File: src/rtl/my_bus_if.sv
// myBus command/response wiring between a bus agent (master) and the myBus fabric (slave).
interface my_bus_if;
  logic [2:0] bus_mode_o;
  logic [7:0] bus_addr_o;
  logic [7:0] bus_data_o;
  logic       bus_sel_o;
  logic [2:0] bus_mode_i;
  logic [7:0] bus_addr_i;
  logic [7:0] bus_data_i;
  logic       bus_sel_i;

  modport master (
    output bus_mode_o, bus_addr_o, bus_data_o, bus_sel_o,
    input  bus_mode_i, bus_addr_i, bus_data_i, bus_sel_i
  );

  modport slave (
    input  bus_mode_o, bus_addr_o, bus_data_o, bus_sel_o,
    output bus_mode_i, bus_addr_i, bus_data_i, bus_sel_i
  );
endinterface

File: src/rtl/my_bus_master.sv
// myBus agent: queues host commands, issues wr/rd beats, and answers vdo/smap requests with bursts.
// state   | meaning
// IDLE    | arbitrate vdo > smap > FIFO; issues first burst beat or a wr/rd beat
// VDO     | remaining vdoResp beats; SMAP: remaining smapResp beats
// RD_WAIT | waiting for rdResp or timeout
module my_bus_master #(
  parameter int FIFO_DEPTH = 4,
  parameter int VDO_BEATS  = 8,
  parameter int SMAP_BEATS = 4,
  parameter int RD_TIMEOUT = 8
) (
  input  logic       clk,
  input  logic       rst,
  input  logic       cmd_valid,
  output logic       cmd_ready,
  input  logic       cmd_rd,
  input  logic [7:0] cmd_addr,
  input  logic [7:0] cmd_data,
  output logic       rsp_valid,
  output logic [7:0] rsp_data,
  output logic       rsp_err,
  output logic [7:0] ovr_cnt,
  my_bus_if.master   bus
);
  localparam int PTR_W = $clog2(FIFO_DEPTH);
  localparam int CNT_W = PTR_W + 1;
  localparam int TMO_W = $clog2(RD_TIMEOUT);

  localparam logic [1:0] IDLE    = 2'd0;
  localparam logic [1:0] VDO     = 2'd1;
  localparam logic [1:0] SMAP    = 2'd2;
  localparam logic [1:0] RD_WAIT = 2'd3;

  localparam logic [2:0] M_WR    = 3'b000;
  localparam logic [2:0] M_RD    = 3'b001;
  localparam logic [2:0] M_RRESP = 3'b010;
  localparam logic [2:0] M_VREQ  = 3'b011;
  localparam logic [2:0] M_VRESP = 3'b100;
  localparam logic [2:0] M_SREQ  = 3'b101;
  localparam logic [2:0] M_SRESP = 3'b110;

  logic [1:0]       state;
  logic [7:0]       beat, vdoSeq, smapSeq;
  logic [TMO_W-1:0] tmo;
  logic             vdoPend, smapPend, vdoClr, smapClr;
  logic             vdoReq, smapReq, rdResp;

  logic [16:0]      fifoMem [FIFO_DEPTH];
  logic [PTR_W-1:0] wrPtr, rdPtr;
  logic [CNT_W-1:0] fifoCnt;
  logic             full, empty, enq, deq;
  logic             hRd;
  logic [7:0]       hAddr, hData;
  logic             unusedAddr;

  assign unusedAddr = ^bus.bus_addr_i;

  assign vdoReq  = bus.bus_sel_i && (bus.bus_mode_i == M_VREQ);
  assign smapReq = bus.bus_sel_i && (bus.bus_mode_i == M_SREQ);
  assign rdResp  = bus.bus_sel_i && (bus.bus_mode_i == M_RRESP);

  assign full      = (fifoCnt == CNT_W'(FIFO_DEPTH));
  assign empty     = (fifoCnt == '0);
  assign cmd_ready = !full && !rst;
  assign enq       = cmd_valid && cmd_ready;
  assign {hRd, hAddr, hData} = fifoMem[rdPtr];

  assign vdoClr  = (state == IDLE) && vdoPend;
  assign smapClr = (state == IDLE) && !vdoPend && smapPend;
  assign deq     = (state == IDLE) && !vdoPend && !smapPend && !empty;

  always_ff @(posedge clk) begin
    if (enq) fifoMem[wrPtr] <= {cmd_rd, cmd_addr, cmd_data};
  end

  always_ff @(posedge clk) begin
    if (rst) begin
      wrPtr   <= '0;
      rdPtr   <= '0;
      fifoCnt <= '0;
    end else begin
      if (enq) wrPtr <= wrPtr + 1'b1;
      if (deq) rdPtr <= rdPtr + 1'b1;
      case ({enq, deq})
        2'b10:   fifoCnt <= fifoCnt + 1'b1;
        2'b01:   fifoCnt <= fifoCnt - 1'b1;
        default: ;
      endcase
    end
  end

  // A request landing on the cycle its flag clears keeps the flag set, so it is not counted as lost.
  always_ff @(posedge clk) begin
    if (rst) begin
      vdoPend  <= 1'b0;
      smapPend <= 1'b0;
      ovr_cnt  <= 8'd0;
    end else begin
      if (vdoReq) vdoPend <= 1'b1;
      else if (vdoClr) vdoPend <= 1'b0;
      if (smapReq) smapPend <= 1'b1;
      else if (smapClr) smapPend <= 1'b0;
      if (((vdoReq && vdoPend && !vdoClr) || (smapReq && smapPend && !smapClr)) && ovr_cnt != 8'hFF)
        ovr_cnt <= ovr_cnt + 1'b1;
    end
  end

  always_ff @(posedge clk) begin
    if (rst) begin
      state          <= IDLE;
      beat           <= 8'd0;
      tmo            <= '0;
      vdoSeq         <= 8'd0;
      smapSeq        <= 8'd0;
      bus.bus_mode_o <= 3'd0;
      bus.bus_addr_o <= 8'd0;
      bus.bus_data_o <= 8'd0;
      bus.bus_sel_o  <= 1'b0;
      rsp_valid      <= 1'b0;
      rsp_err        <= 1'b0;
      rsp_data       <= 8'd0;
    end else begin
      bus.bus_sel_o <= 1'b0;
      rsp_valid     <= 1'b0;
      case (state)
        IDLE: begin
          // The first burst beat goes out on the arbitration cycle so bursts chain without gaps.
          if (vdoPend) begin
            bus.bus_sel_o  <= 1'b1;
            bus.bus_mode_o <= M_VRESP;
            bus.bus_addr_o <= 8'd0;
            bus.bus_data_o <= vdoSeq;
            vdoSeq         <= vdoSeq + 1'b1;
            beat           <= 8'd1;
            if (VDO_BEATS > 1) state <= VDO;
          end else if (smapPend) begin
            bus.bus_sel_o  <= 1'b1;
            bus.bus_mode_o <= M_SRESP;
            bus.bus_addr_o <= 8'd0;
            bus.bus_data_o <= smapSeq;
            smapSeq        <= smapSeq + 1'b1;
            beat           <= 8'd1;
            if (SMAP_BEATS > 1) state <= SMAP;
          end else if (!empty) begin
            bus.bus_sel_o  <= 1'b1;
            bus.bus_addr_o <= hAddr;
            if (hRd) begin
              bus.bus_mode_o <= M_RD;
              bus.bus_data_o <= 8'd0;
              tmo            <= TMO_W'(RD_TIMEOUT - 1);
              state          <= RD_WAIT;
            end else begin
              bus.bus_mode_o <= M_WR;
              bus.bus_data_o <= hData;
            end
          end
        end
        VDO: begin
          bus.bus_sel_o  <= 1'b1;
          bus.bus_mode_o <= M_VRESP;
          bus.bus_addr_o <= beat;
          bus.bus_data_o <= vdoSeq;
          vdoSeq         <= vdoSeq + 1'b1;
          beat           <= beat + 1'b1;
          if (beat == 8'(VDO_BEATS - 1)) state <= IDLE;
        end
        SMAP: begin
          bus.bus_sel_o  <= 1'b1;
          bus.bus_mode_o <= M_SRESP;
          bus.bus_addr_o <= beat;
          bus.bus_data_o <= smapSeq;
          smapSeq        <= smapSeq + 1'b1;
          beat           <= beat + 1'b1;
          if (beat == 8'(SMAP_BEATS - 1)) state <= IDLE;
        end
        RD_WAIT: begin
          tmo <= tmo - 1'b1;
          if (rdResp) begin
            rsp_valid <= 1'b1;
            rsp_err   <= 1'b0;
            rsp_data  <= bus.bus_data_i;
            state     <= IDLE;
          end else if (tmo == '0) begin
            rsp_valid <= 1'b1;
            rsp_err   <= 1'b1;
            rsp_data  <= 8'd0;
            state     <= IDLE;
          end
        end
      endcase
    end
  end
endmodule

File: src/flat_wrapper.sv
// flat-port wrapper written by rule: the top's interface ports become plain ports
module my_bus_master_flat 
#(
  parameter int FIFO_DEPTH = 4,
  parameter int VDO_BEATS  = 8,
  parameter int SMAP_BEATS = 4,
  parameter int RD_TIMEOUT = 8
)
  (clk, rst, cmd_valid, cmd_ready, cmd_rd, cmd_addr, cmd_data, rsp_valid, rsp_data, rsp_err, ovr_cnt, bus_bus_mode_o, bus_bus_addr_o, bus_bus_data_o, bus_bus_sel_o, bus_bus_mode_i, bus_bus_addr_i, bus_bus_data_i, bus_bus_sel_i);
  my_bus_if bus_i ();
  input  logic clk;
  input  logic rst;
  input  logic cmd_valid;
  output logic cmd_ready;
  input  logic cmd_rd;
  input  logic [7:0] cmd_addr;
  input  logic [7:0] cmd_data;
  output logic rsp_valid;
  output logic [7:0] rsp_data;
  output logic rsp_err;
  output logic [7:0] ovr_cnt;
  output wire logic [$bits(bus_i.bus_mode_o)-1:0] bus_bus_mode_o;
  output wire logic [$bits(bus_i.bus_addr_o)-1:0] bus_bus_addr_o;
  output wire logic [$bits(bus_i.bus_data_o)-1:0] bus_bus_data_o;
  output wire logic [$bits(bus_i.bus_sel_o)-1:0] bus_bus_sel_o;
  input wire logic [$bits(bus_i.bus_mode_i)-1:0] bus_bus_mode_i;
  input wire logic [$bits(bus_i.bus_addr_i)-1:0] bus_bus_addr_i;
  input wire logic [$bits(bus_i.bus_data_i)-1:0] bus_bus_data_i;
  input wire logic [$bits(bus_i.bus_sel_i)-1:0] bus_bus_sel_i;
  assign bus_bus_mode_o = bus_i.bus_mode_o;
  assign bus_bus_addr_o = bus_i.bus_addr_o;
  assign bus_bus_data_o = bus_i.bus_data_o;
  assign bus_bus_sel_o = bus_i.bus_sel_o;
  assign bus_i.bus_mode_i = bus_bus_mode_i;
  assign bus_i.bus_addr_i = bus_bus_addr_i;
  assign bus_i.bus_data_i = bus_bus_data_i;
  assign bus_i.bus_sel_i = bus_bus_sel_i;
  my_bus_master #(.FIFO_DEPTH(FIFO_DEPTH), .VDO_BEATS(VDO_BEATS), .SMAP_BEATS(SMAP_BEATS), .RD_TIMEOUT(RD_TIMEOUT)) u_core (.clk(clk), .rst(rst), .cmd_valid(cmd_valid), .cmd_ready(cmd_ready), .cmd_rd(cmd_rd), .cmd_addr(cmd_addr), .cmd_data(cmd_data), .rsp_valid(rsp_valid), .rsp_data(rsp_data), .rsp_err(rsp_err), .ovr_cnt(ovr_cnt), .bus(bus_i));
endmodule
File: config.mk
export PLATFORM = sky130hd
export DESIGN_NAME = my_bus_master_flat
export DESIGN_NICKNAME = d
export VERILOG_FILES = /design/src/rtl/my_bus_if.sv /design/src/rtl/my_bus_master.sv /design/src/flat_wrapper.sv
export SDC_FILE = /design/constraint.sdc
export NUM_CORES = 1
export LEC_CHECK = 0
export CAP_MARGIN = 5
export CORE_MARGIN = 2
export CORE_UTILIZATION = 40
export DETAILED_ROUTE_END_ITERATION = 10
export SETUP_SLACK_MARGIN = 0.15
export SLEW_MARGIN = 20
export SYNTH_ARGS = -nofsm -noshare
export SYNTH_HDL_FRONTEND = slang
export SYNTH_SLANG_ARGS = --single-unit
export TNS_END_PERCENT = 1
File: constraint.sdc
create_clock -name clk -period 5.9 [get_ports clk]
set_input_delay 0.885 -clock clk [delete_from_list [all_inputs] [get_ports clk]]
set_output_delay 0.885 -clock clk [all_outputs]
set_load 0.02 [all_outputs]
### Word level (Yosys, flattened, before mapping)

Memories as Yosys holds them, arrays and structs flattened. A register that Yosys moved wholly into a read port is not among the register bits.
Index checks and enable logic that the tools add are counted.

| operators by class | value |
|---|---|
| reduce and logical (&&, ||, !) cells | 45 |
| equality and inequality tests | 24 |
| multiplexer cells | 55 |
| multipliers | 0 |
| shift-type cells | 0 |
| add/sub/neg operators | 9 |
| bitwise operators | 1 |
| div/mod/pow operators | 0 |
| $lt $le $gt $ge | 0 |

Operators by type and width:

| operator | number |
|---|---|
| 8-bit two-way mux | 14 |
| 8-bit case mux with 2 select lines | 4 |
| 8-bit by 1-bit adder with 8-bit output (second input constant) | 4 |
| 8-bit case mux with 3 select lines | 1 |
| 3-bit two-way mux | 7 |
| 2-bit two-way mux | 10 |
| 2-bit nonzero test | 8 |
| 1-bit logical AND | 15 |
| 1-bit two-way mux | 14 |
| 3-bit case mux with 2 select lines | 2 |
| 2-bit by 1-bit != test with 1-bit output (second input constant) | 5 |
| 2-bit AND reduction | 5 |
| 5-bit AND reduction | 2 |
| 3-bit case mux with 3 select lines | 1 |
| 8-bit by 2-bit equality test with 1-bit output (second input constant) | 1 |
| 8-bit by 3-bit equality test with 1-bit output (second input constant) | 1 |
| 8-bit != test (second input constant) | 1 |
| 2-bit case mux with 4 select lines | 1 |
| 1-bit zero test | 7 |
| 2-bit equality test (second input constant) | 3 |
| 3-bit by 2-bit equality test with 1-bit output (second input constant) | 2 |
| 3-bit equality test (second input constant) | 2 |
| 3-bit zero test | 2 |
| 2-bit != test (second input constant) | 3 |
| 14 further kinds | 19 |

| storage, ports and cells | value |
|---|---|
| output and inout port bits | 39 |
| RAM bits | 68 |
| bits of input ports | 40 |
| latch bits | 0 |
| memories kept | 1 |
| memory bits (read-only) | 0 |
| flip-flop bits (word level) | 76 |
| word-level logic and storage cells | 153 |

Memory list:

| memory | words | bits a word | rd ports | clocked after Yosys merged registers in | wr ports | line | RTL |
|---|---|---|---|---|---|---|---|
| u_core.fifoMem | 4 | 17 | 1 | 1 | 1 | my_bus_master.sv:48 | `logic [16:0] fifoMem [FIFO_DEPTH];` |

### Logic depth before layout (Yosys ltp)

Gate-level depths: netlist of run 1.

| logic depth | value |
|---|---|
| depth in word-level cells | 7 |
| mapped depth | 11 |
| gate-level depth less buffers | 10 |

### Least setup slack after synthesis of run 1

Ideal clock, no wire load.

| timing path | value |
|---|---|
| path type | input -> register |
| start point | input rst |
| end point | register u_core.fifoCnt[2] |
| data required time | 5.830 ns |
| data arrival time | 2.768 ns |
| slack | 3.062 ns |
| stages | 10 |
| library setup time | 0.070 ns |
| cell sequence | clkbuf_8 > a31oi_1 > and2_1 > inv_1 > ha_1 > inv_1 > fa_1 > xor2_1 > or3_1 > a21oi_1 |

| on the way | value |
|---|---|
| cells in the longest elaborated chain, start to end | 5 |

RTL lines:

| item | line | RTL |
|---|---|---|
| start: declaration | flat_wrapper.sv:12 | `input logic rst;` |
| 1-bit zero test * | my_bus_master.sv:64 | `assign cmd_ready = !full && !rst;` |
| 1-bit logical AND * | my_bus_master.sv:64 |  |
| named net cmd_ready | flat_wrapper.sv:14 | `output logic cmd_ready;` |
| 1-bit logical AND * | my_bus_master.sv:65 | `assign enq = cmd_valid && cmd_ready;` |
| 2-bit by 1-bit equality test with 1-bit output / 2-bit equality test (equally long branches) | my_bus_master.sv:84 | `case ({enq, deq})` |
| 3-bit case mux with 2 select lines / 2-bit nonzero test (equally long branches) | - |  |
| end signal: assignment | my_bus_master.sv:85 | `2'b10: fifoCnt <= fifoCnt + 1'b1;` |
| end signal: assignment | my_bus_master.sv:86 | `2'b01: fifoCnt <= fifoCnt - 1'b1;` |
| end: declaration | my_bus_master.sv:50 | `logic [CNT_W-1:0] fifoCnt;` |

The timed path passes the listed nets; every way through them passes the cells marked *.
A chain may end at the register's enable or synchronous reset.

### Final worst setup path of run 1

| timing path | value |
|---|---|
| start point | input rst |
| end point | output cmd_ready |

| on the way | value |
|---|---|
| cells in the longest elaborated chain, start to end | 2 |

RTL lines:

| item | line |
|---|---|
| 1-bit zero test | my_bus_master.sv:64 |
| 1-bit logical AND | my_bus_master.sv:64 |
| end: declaration | flat_wrapper.sv:14 |

No other way between the ends.

==> results of run 1 <==
[per-layer routing]
metal	vias to the layer above	track usage, %	wire length, microns
li1	1957	-	-
met1	1958	21.8	5860
met2	116	26.3	5880
met3	19	4.81	625
met4	0	4.91	154
met5	-	0	0
[state kept, by name (all words and copies together) (netlist names), 3 cells and up, named ones only]
signal	flops
u_core.ovr_cnt	8
u_core.bus.bus_data_o	8
u_core.vdoSeq	8
u_core.beat	8
u_core.smapSeq	8
u_core.fifoMem	68
u_core.rsp_data	8
u_core.bus.bus_mode_o	3
u_core.tmo	3
u_core.fifoCnt	3
u_core.bus.bus_addr_o	8
[final cells by class]
| class | count | area, sq um |
|---|---|---|
| well taps | 184 | 230 |
| clock buffers | 17 | 425 |
| flip-flops and latches | 146 | 3600 |
| clock inverters | 15 | 170 |
| repair buffers | 73 | 718 |
| multi-input cells | 303 | 2240 |
| fillers | 1271 | 7200 |
| inverters | 15 | 56.3 |
[cells by family (layout without fill, tap and decap cells)]
family / after synthesis / count (layout)
XOR/XNOR: 23 / 23
AND/OR/NAND/NOR: 152 / 152
adder cells (fa/ha/maj): 17 / 17
buffers and inverters: 38 / 120
AO/OA/AOI/OAI: 84 / 84
flip-flops: 146 / 146
multiplexers: 27 / 27
[through the flow]
step	utilization, %	total power [uW]	area [sq um]	instances	setup WS, ps
after floorplan	-	1890	6030	487	3060
after global placement	46.8	2150	6850	721	2490
after detailed placement	46.8	2170	6850	721	2380
after CTS	50.9	3260	7450	753	2440
after global routing	50.9	3420	7450	753	2340
final	50.9	3230	7450	753	2440
[where the power goes]
part,switching [uW],internal [uW],total (uW)
logic,510,378,889
registers,79.3,1180,1260
clock network,445,635,1080
[critical path, delay by kind of cell]
kind	cells	cell delay, ps
AOI/OAI and AO/OA	1	510
buffers and inverters	3	1110
[placed cells by master, fill, tap and decap left out, types with 2 or more instances in the layout]
| master | n |
|---|---|
| dfxtp_1 | 78 |
| clkdlybuf4s50_1 | 69 |
| edfxtp_1 | 68 |
| nor2_1 | 66 |
| nand2_1 | 21 |
| a211oi_1 | 19 |
| a22oi_1 | 18 |
| a21oi_1 | 17 |
| mux4_2 | 17 |
| clkbuf_16 | 17 |
| ha_1 | 16 |
| inv_1 | 15 |
| xor2_1 | 13 |
| and3_1 | 10 |
| xnor2_1 | 10 |
| nand4_1 | 9 |
| o21ai_0 | 9 |
| nor3_1 | 7 |
| nand3_1 | 7 |
| or3_1 | 7 |
| mux2i_1 | 6 |
| a222oi_1 | 6 |
| inv_6 | 6 |
| nor2b_1 | 4 |
| mux2_2 | 4 |
| nor3b_1 | 4 |
| o31ai_1 | 4 |
| a31oi_1 | 3 |
| and2_1 | 3 |
| o2111ai_1 | 3 |
| or4_1 | 3 |
| buf_4 | 3 |
| a21o_1 | 2 |
| nor4bb_1 | 2 |
| clkinv_2 | 2 |
| bufinv_16 | 2 |
| clkinv_4 | 2 |
| inv_8 | 2 |
[path summary, 6_finish.rpt]
check / startpoint / end / slack [ps]
worst max-delay path: rst / cmd_ready / 2440
worst min-delay path: u_core.tmo[1] / u_core.tmo[1] / 480
worst max register to register: u_core.state[0] / u_core.fifoCnt[2] / 2990
worst min register to register: u_core.tmo[1] / u_core.tmo[1] / 480
==> results.yml, run 1 <==
run_status:
  status: "complete, no violations"
clock_network:
  hold_buffers: 0
  postCtsResizedCells: 0
  worstSkewPairLatency_ps: 420
  cts_htree_levels: 4
  clock_sinks: 146
  ctsLongestPathBuffers: 2
  cts_buffers: 17
  clk_pin_slew_worst_paths_ps: 60
  cts_tree: "yes"
  root_buffer: "clkbuf_16"
  post_cts_buffers: 0
die:
  core_sq_um: 14600
  die_h_microns: 127
  die_area_sq_um: 16100
  die-width_microns: 127
  initial_core_util_pct: 41.2
  boundaryPins: 79
  rows: 44
worst_hold_path:
  hp-class: "reg -> reg"
  hold_path_depth: 2
worst_setup_path:
  worstPathMaxFanout: 72
  cp.arrival_ps: 2570
  crit_type: "in -> out"
  rr_worst_depth: 10
  cp-start-kind: "input pin"
  max_stage_delay_ps: 700
  slowest_stage: "clkdlybuf4s50_1"
  end_kind: "output pin"
  required_ps: 5020
  crit_chain: "buf_2 -> buf_4 -> a31oi_1 -> clkdlybuf4s50_1"
yosys:
  ys_top_cells_by_count: "78 x dfxtp_1, 68 x edfxtp_1, 66 x nor2_1, 21 x nand2_1, 19 x a211oi_1"
  synth.net_count: 544
  syn_area_sq_um: 6030
  synthSimpleGateAreaFrac_pct: 12.4
  yosysWarnings: 0
  synth-compound-area-share_pct: 9.57
  synth_top_family_by_area: "simple AND/OR/NAND/NOR gates"
  synth_cell_types: 47
  yosys_register_bits: 146
  ys_seq_area_share_pct: 59.8
  synth.most_common_cell: "dfxtp_1"
  synth_xor_area_share_pct: 3.34
  synth_top_area_cell: "edfxtp_1"
  syn-instance-count: 487
  yosys.area.top_type_share_pct: 33.9
  synthFlopType: "dfxtp_1"
  synth_edf_count: 68
  synthTopCellsByArea: "edfxtp_1 34%, dfxtp_1 26%, mux4_2 6.4%, nor2_1 4.1%, ha_1 3.3%"
  avgSynthCellArea_sq_um: 12.4
  synthArstFlopShare_pct: 0
  synth_adder_area_share_pct: 3.65
  synthMuxAreaShare_pct: 8.09
grt:
  grt_pass1_wl_mm: 20.5
  grt_pass1_vias: 3991
  antenna_found_initial: 0
  grt-ovfl-total: 0
  grt_max_degree: 73
  track_usage_pct: 16.4
timing:
  fmax_ghz: 0.289
  slew_violations: 0
  rsz0062_at_grt: "no"
  hold_viol: 0
  fin_worst_skew_ps: 6.99
  fin_setup_tns_ps: 0
  period_share_pct: 58.6
  setup_viol: 0
  relSlewSlack_pct: 37.5
  worst_hold_slack_ps: 476
  min_period_ps: 3460
  worst_pin_slew_ps: 937
detailed_routing:
  drtIter0Drc: 226
  wl_mm: 12.5
  vias: 4050
  ant_nets: 0
  viasPerCell: 5.38
  drc: 0
  wl_per_cell_microns: 16.6
  first_pass_iters: 6
pwr:
  ir_worst_vdd_v: 0.000321
  p_leak_uw: 0.00258
  power_density_nw_per_um2: 433
placement:
  hpwlAfterDp_mm: 8.36
  io_buffers: 70
  place_congestion: 0.736
layout:
  n_antenna_cell: 0
  areaGrowthSynthToFinish_pct: 23.5
  fin_nets: 613
  layout-drive-gt1-share_pct: 11.1
job:
  drv_cap: 0
Power figures use the tool's default switching activity.
==> inputs of run 2 (changes only) <==
==> constraint.sdc (replaced) <==
create_clock -name clk -period 2.9 [get_ports clk]
set_input_delay 0.435 -clock clk [delete_from_list [all_inputs] [get_ports clk]]
set_output_delay 0.435 -clock clk [all_outputs]
set_load 0.02 [all_outputs]
==> run 2 against run 1 <==
Sequential power is 100% higher; first-iteration DRC count is 4.9% higher; power is 110% higher; routed wire length increased by 1.7%; via count is 0.99% higher; clock power up 100%; critical path type is now reg -> reg.
==> results.yml, run 2 (synthesis results as in run 1) <==
timing:
  setup_viol: 0
  min_period_ps: 2580
  fin_setup_tns_ps: 0
  relSlewSlack_pct: 51.2
  period_share_pct: 88.9
  fmax_ghz: 0.388
  fin_worst_skew_ps: 6.90
  slew_violations: 0
  rsz0062_at_grt: "no"
  worst_pin_slew_ps: 733
  hold_viol: 0
layout:
  final_cells: 763
  largest_register_ffs: 68
  areaGrowthSynthToFinish_pct: 24.7
  ff_latch_area_sq_um: 3600
  layout_common_cells: "78 x dfxtp_1, 69 x clkdlybuf4s50_1, 68 x edfxtp_1"
  n_fill_cell: 1255
  final_common_cell: "dfxtp_1"
  n_antenna_cell: 0
  layout-drive-gt1-share_pct: 11.9
  largest_register: "u_core.fifoMem"
  multiInputGateArea_sq_um: 2250
  fin_nets: 623
clock_network:
  ctsLongestPathBuffers: 2
  cts_tree: "yes"
  clk_pin_slew_worst_paths_ps: 60
  worstSkewPairLatency_ps: 420
  cts_htree_levels: 4
  clock_sinks: 146
  cts_buffers: 17
  hold_buffers: 0
  root_buffer: "clkbuf_16"
placement:
  hpwlAfterDp_mm: 8.50
  place_congestion: 0.822
  io_buffers: 70
  post-place-cells: 731
run_status:
  status: "complete, no violations"
die:
  die_area_sq_um: 16100
  die-width_microns: 127
  die_h_microns: 127
  core_sq_um: 14600
  rows: 44
  initial_core_util_pct: 41.2
  boundaryPins: 79
worst_setup_path:
  startpoint: "u_core.state[0]"
  end_kind: "register"
  path_buf_inv: 2
  slowest_stage: "or3b_2"
  max_stage_delay_ps: 490
  cp-start-kind: "register"
  path_delay_family: "simple AND/OR/NAND/NOR gates"
  worstReg2RegStart: "u_core.state[0]"
  crit_chain: "inv_1 -> ha_1 -> or3b_2 -> nor2_4 -> ha_1 -> inv_1 -> fa_1 -> xor2_1 -> or3_1 -> a21oi_1"
  crit_type: "reg -> reg"
  worstPathMaxFanout: 5
  required_ps: 3240
  cp.arrival_ps: 2920
detailed_routing:
  drc: 0
  drtIter0Drc: 237
  wl_mm: 12.7
  ant_nets: 0
  first_pass_iters: 4
  vias: 4090
  wl_per_cell_microns: 16.7
  viasPerCell: 5.36
grt:
  top_usage_layer: "met2"
  grt-ovfl-total: 0
  grt_pass1_vias: 4191
  grt_max_degree: 72
  track_usage_pct: 17.0
  antenna_found_initial: 0
  gr-usage-met1_pct: 22.6
  use_met3_pct: 5.23
  grtUsageMet2_pct: 27.0
  grt_pass1_wl_mm: 21.3
job:
  drv_cap: 0
pwr:
  p_leak_uw: 0.00262
  ir_worst_vdd_v: 0.000457
  power_density_nw_per_um2: 885
worst_hold_path:
  hp-class: "reg -> reg"
  hold_path_startpoint: "u_core.tmo[2]"
[run 2: changes by cell type in the layout (fill, tap and decap cells not counted), sizes merged]
cell	before	now
buf	4	14
inv	23	18
clkinv	4	6
bufinv	2	3
clkbuf	17	18
clkinvlp	1	2
[run 2: metal layers]
metal	share of wire, %	wire length, microns
met4	1.3	166
met3	5.0	638
met1	46	5870
met5	0	0
met2	48	6060
[run 2: where the power goes]
group	total (uW)	switching (uW)	internal (uW)
registers	2540	143	2400
logic	1920	1090	828
clock network	2190	843	1350
[run 2: final cells by class]
cell class              count  share of cell area (%)
clock buffers              18                    5.71
flip-flops and latches    146                    47.9
clock inverters            14                    2.15
well taps                 184                    3.06
inverters                  15                   0.749
multi-input cells         303                    29.9
repair buffers             83                    10.5
[run 2: worst reg2reg max path, cell delays in order, from the launching register on]
cell     delay [ps]
dfxtp_1         350
inv_1           100
ha_1            170
or3b_2          490
nor2_4          140
ha_1            190
inv_1            60
fa_1            380
xor2_1          160
or3_1           310
a21oi_1         150
[run 2: final timing paths]
| kind | end | slack [ps] | cells after the start |
|---|---|---|---|
| worst max-delay path | u_core.fifoCnt[2] | 320 | 10 |
| worst min-delay path | u_core.tmo[2] | 470 | 2 |
| worst max register to register | u_core.fifoCnt[2] | 320 | 10 |
| worst min register to register | u_core.tmo[2] | 470 | 2 |
[run 2: stage by stage]
stage | util, % | total power (uW) | setup slack [ps] | hold slack [ps] | instance area [sq um]
4_1_cts | 51.3 | 6700 | 223 | 477 | 7510
2_1_floorplan | - | 3840 | 341 | 440 | 6030
3_5_place_dp | 47.3 | 4490 | 233 | 465 | 6920
3_3_place_gp | 47.3 | 4430 | 316 | 460 | 6920
6_report | 51.3 | 6650 | 321 | 473 | 7520
5_1_grt | 51.3 | 7030 | 189 | 495 | 7520
[run 2: what timing repair did]
| action | CTS | global route |
|---|---|---|
| setup buffers | 0 | 0 |
| setup endpoints to repair | 0 | 1 |
| resized for setup | 0 | 2 |
==> inputs of run 3 (changes only) <==
--- a/config.mk
+++ b/config.mk
@@ -9,9 +9,9 @@
 export CORE_MARGIN = 2
 export CORE_UTILIZATION = 40
 export DETAILED_ROUTE_END_ITERATION = 10
+export MAX_ROUTING_LAYER = met4
 export SETUP_SLACK_MARGIN = 0.15
 export SLEW_MARGIN = 20
 export SYNTH_ARGS = -nofsm -noshare
 export SYNTH_HDL_FRONTEND = slang
 export SYNTH_SLANG_ARGS = --single-unit
-export TNS_END_PERCENT = 1
==> run 3 against run 2 <==
Combinational power about the same; final cell count is the same; sequential power barely moved.
==> results.yml, run 3 (synthesis results as in run 1) <==
run_status:
  status: "complete, no violations"
pwr:
  ir_worst_vdd_v: 0.000459
  pwr-share-clk_pct: 33.0
  netSwitchingFraction_pct: 31.3
  p_leak_uw: 0.00262
  p_switching_uw: 2080
  power_density_nw_per_um2: 886
  p_seq_share_pct: 38.1
  p_comb_share_pct: 28.8
  p_int_uw: 4570
die:
  die_h_microns: 127
  rows: 44
  die-width_microns: 127
  initial_core_util_pct: 41.2
  die_area_sq_um: 16100
  core_sq_um: 14600
  boundaryPins: 79
job:
  drv_cap: 0
layout:
  fin_nets: 623
  areaGrowthSynthToFinish_pct: 24.7
  layout-drive-gt1-share_pct: 11.9
  largest_register: "u_core.fifoMem"
  largest_register_ffs: 68
  layout_common_cells: "78 x dfxtp_1, 69 x clkdlybuf4s50_1, 68 x edfxtp_1"
  n_antenna_cell: 0
  final_cells: 763
  final_common_cell: "dfxtp_1"
timing:
  period_share_pct: 88.7
  worst_pin_slew_ps: 733
  hold_viol: 0
  min_period_ps: 2570
  rsz0062_at_grt: "no"
  fmax_ghz: 0.389
  relSlewSlack_pct: 51.1
  worst_hold_slack_ps: 472
  setup_viol: 0
  slew_violations: 0
  fin_worst_skew_ps: 7.96
  fin_setup_tns_ps: 0
grt:
  grt_pass1_wl_mm: 21.3
  antenna_found_initial: 0
  track_usage_pct: 17.5
  grt-ovfl-total: 0
  grt_max_degree: 72
  grt_pass1_vias: 4179
detailed_routing:
  wl_mm: 12.8
  first_pass_iters: 5
  drc: 0
  vias: 4071
  viasPerCell: 5.34
  drtIter0Drc: 226
  wl_per_cell_microns: 16.7
  ant_nets: 0
clock_network:
  clk_pin_slew_worst_paths_ps: 60
  cts_htree_levels: 4
  worstSkewPairLatency_ps: 420
  ctsLongestPathBuffers: 2
  clock_sinks: 146
  postCtsResizedCells: 0
  post_cts_buffers: 0
  cts_tree: "yes"
  root_buffer: "clkbuf_16"
  hold_buffers: 0
  cts_buffers: 17
worst_setup_path:
  crit_type: "reg -> reg"
  cp-start-kind: "register"
  rr_worst_depth: 10
  end_kind: "register"
  rr_endpoint: "u_core.fifoCnt[2]"
  r2r_slack_ps: 330
  required_ps: 3240
  worstReg2RegStart: "u_core.state[0]"
  worstPathMaxFanout: 5
  cp.arrival_ps: 2910
placement:
  place_congestion: 0.834
  hpwlAfterDp_mm: 8.50
  post-place-cells: 731
  io_buffers: 70
worst_hold_path:
  whs_endpoint: "u_core.tmo[2]"
  hp-class: "reg -> reg"
  hold_path_startpoint: "u_core.tmo[2]"
  hold_path_depth: 2
run 3: cell type report:
| cell class | instances | area (sq um) |
|---|---|---|
| repair buffers | 83 | 793 |
| well taps | 184 | 230 |
| flip-flops and latches | 146 | 3600 |
| inverters | 15 | 56.3 |
| clock buffers | 18 | 429 |
| fillers | 1255 | 7120 |
| multi-input cells | 303 | 2250 |
| clock inverters | 14 | 161 |
run 3: worst max-delay path by stage:
stage               cells after the start            start                 to  slack, ps
finish                                 10  u_core.state[0]  u_core.fifoCnt[2]        330
global route                           10  u_core.state[0]  u_core.fifoCnt[2]        190
CTS                                    10  u_core.state[1]  u_core.fifoCnt[2]        220
detailed placement                     10  u_core.state[0]  u_core.fifoCnt[2]        230
global placement                       10  u_core.state[0]  u_core.fifoCnt[2]        320
floorplan                              11  u_core.state[0]  u_core.fifoCnt[2]        340
run 3: metrics by stage:
| stage | power, uW | instance area, sq um | util (%) | setup slack (ps) |
|---|---|---|---|---|
| after floorplan | 3840 | 6030 | - | 341 |
| after global placement | 4430 | 6920 | 47.3 | 316 |
| after detailed placement | 4490 | 6920 | 47.3 | 233 |
| after CTS | 6700 | 7510 | 51.3 | 223 |
| after global routing | 7030 | 7520 | 51.3 | 190 |
| final | 6660 | 7520 | 51.3 | 329 |
run 3: power by group through the flow:
| stage | combinational [uW] | clock (uW) | sequential [uW] |
|---|---|---|---|
| after floorplan | 1180 | 0 | 2660 |
| after detailed placement | 1910 | 0 | 2580 |
| final | 1920 | 2200 | 2540 |
| after CTS | 1920 | 2240 | 2540 |
| after global placement | 1860 | 0 | 2570 |
| after global routing | 2120 | 2330 | 2580 |
run 3: metal layers:
metal	global-route usage [%]	vias to the layer above	wire (microns)
met3	4.89	16	577
met1	22.6	1984	5960
li1	-	1976	-
met4	5.17	0	174
met5	-	-	0
met2	27.1	95	6060
run 3: critical path: stages, from the launching register on:
cell,delay (ps)
dfxtp_1,350
inv_1,90
ha_1,170
or3b_2,490
nor2_4,140
ha_1,190
inv_1,60
fa_1,380
xor2_1,160
or3_1,310
a21oi_1,150
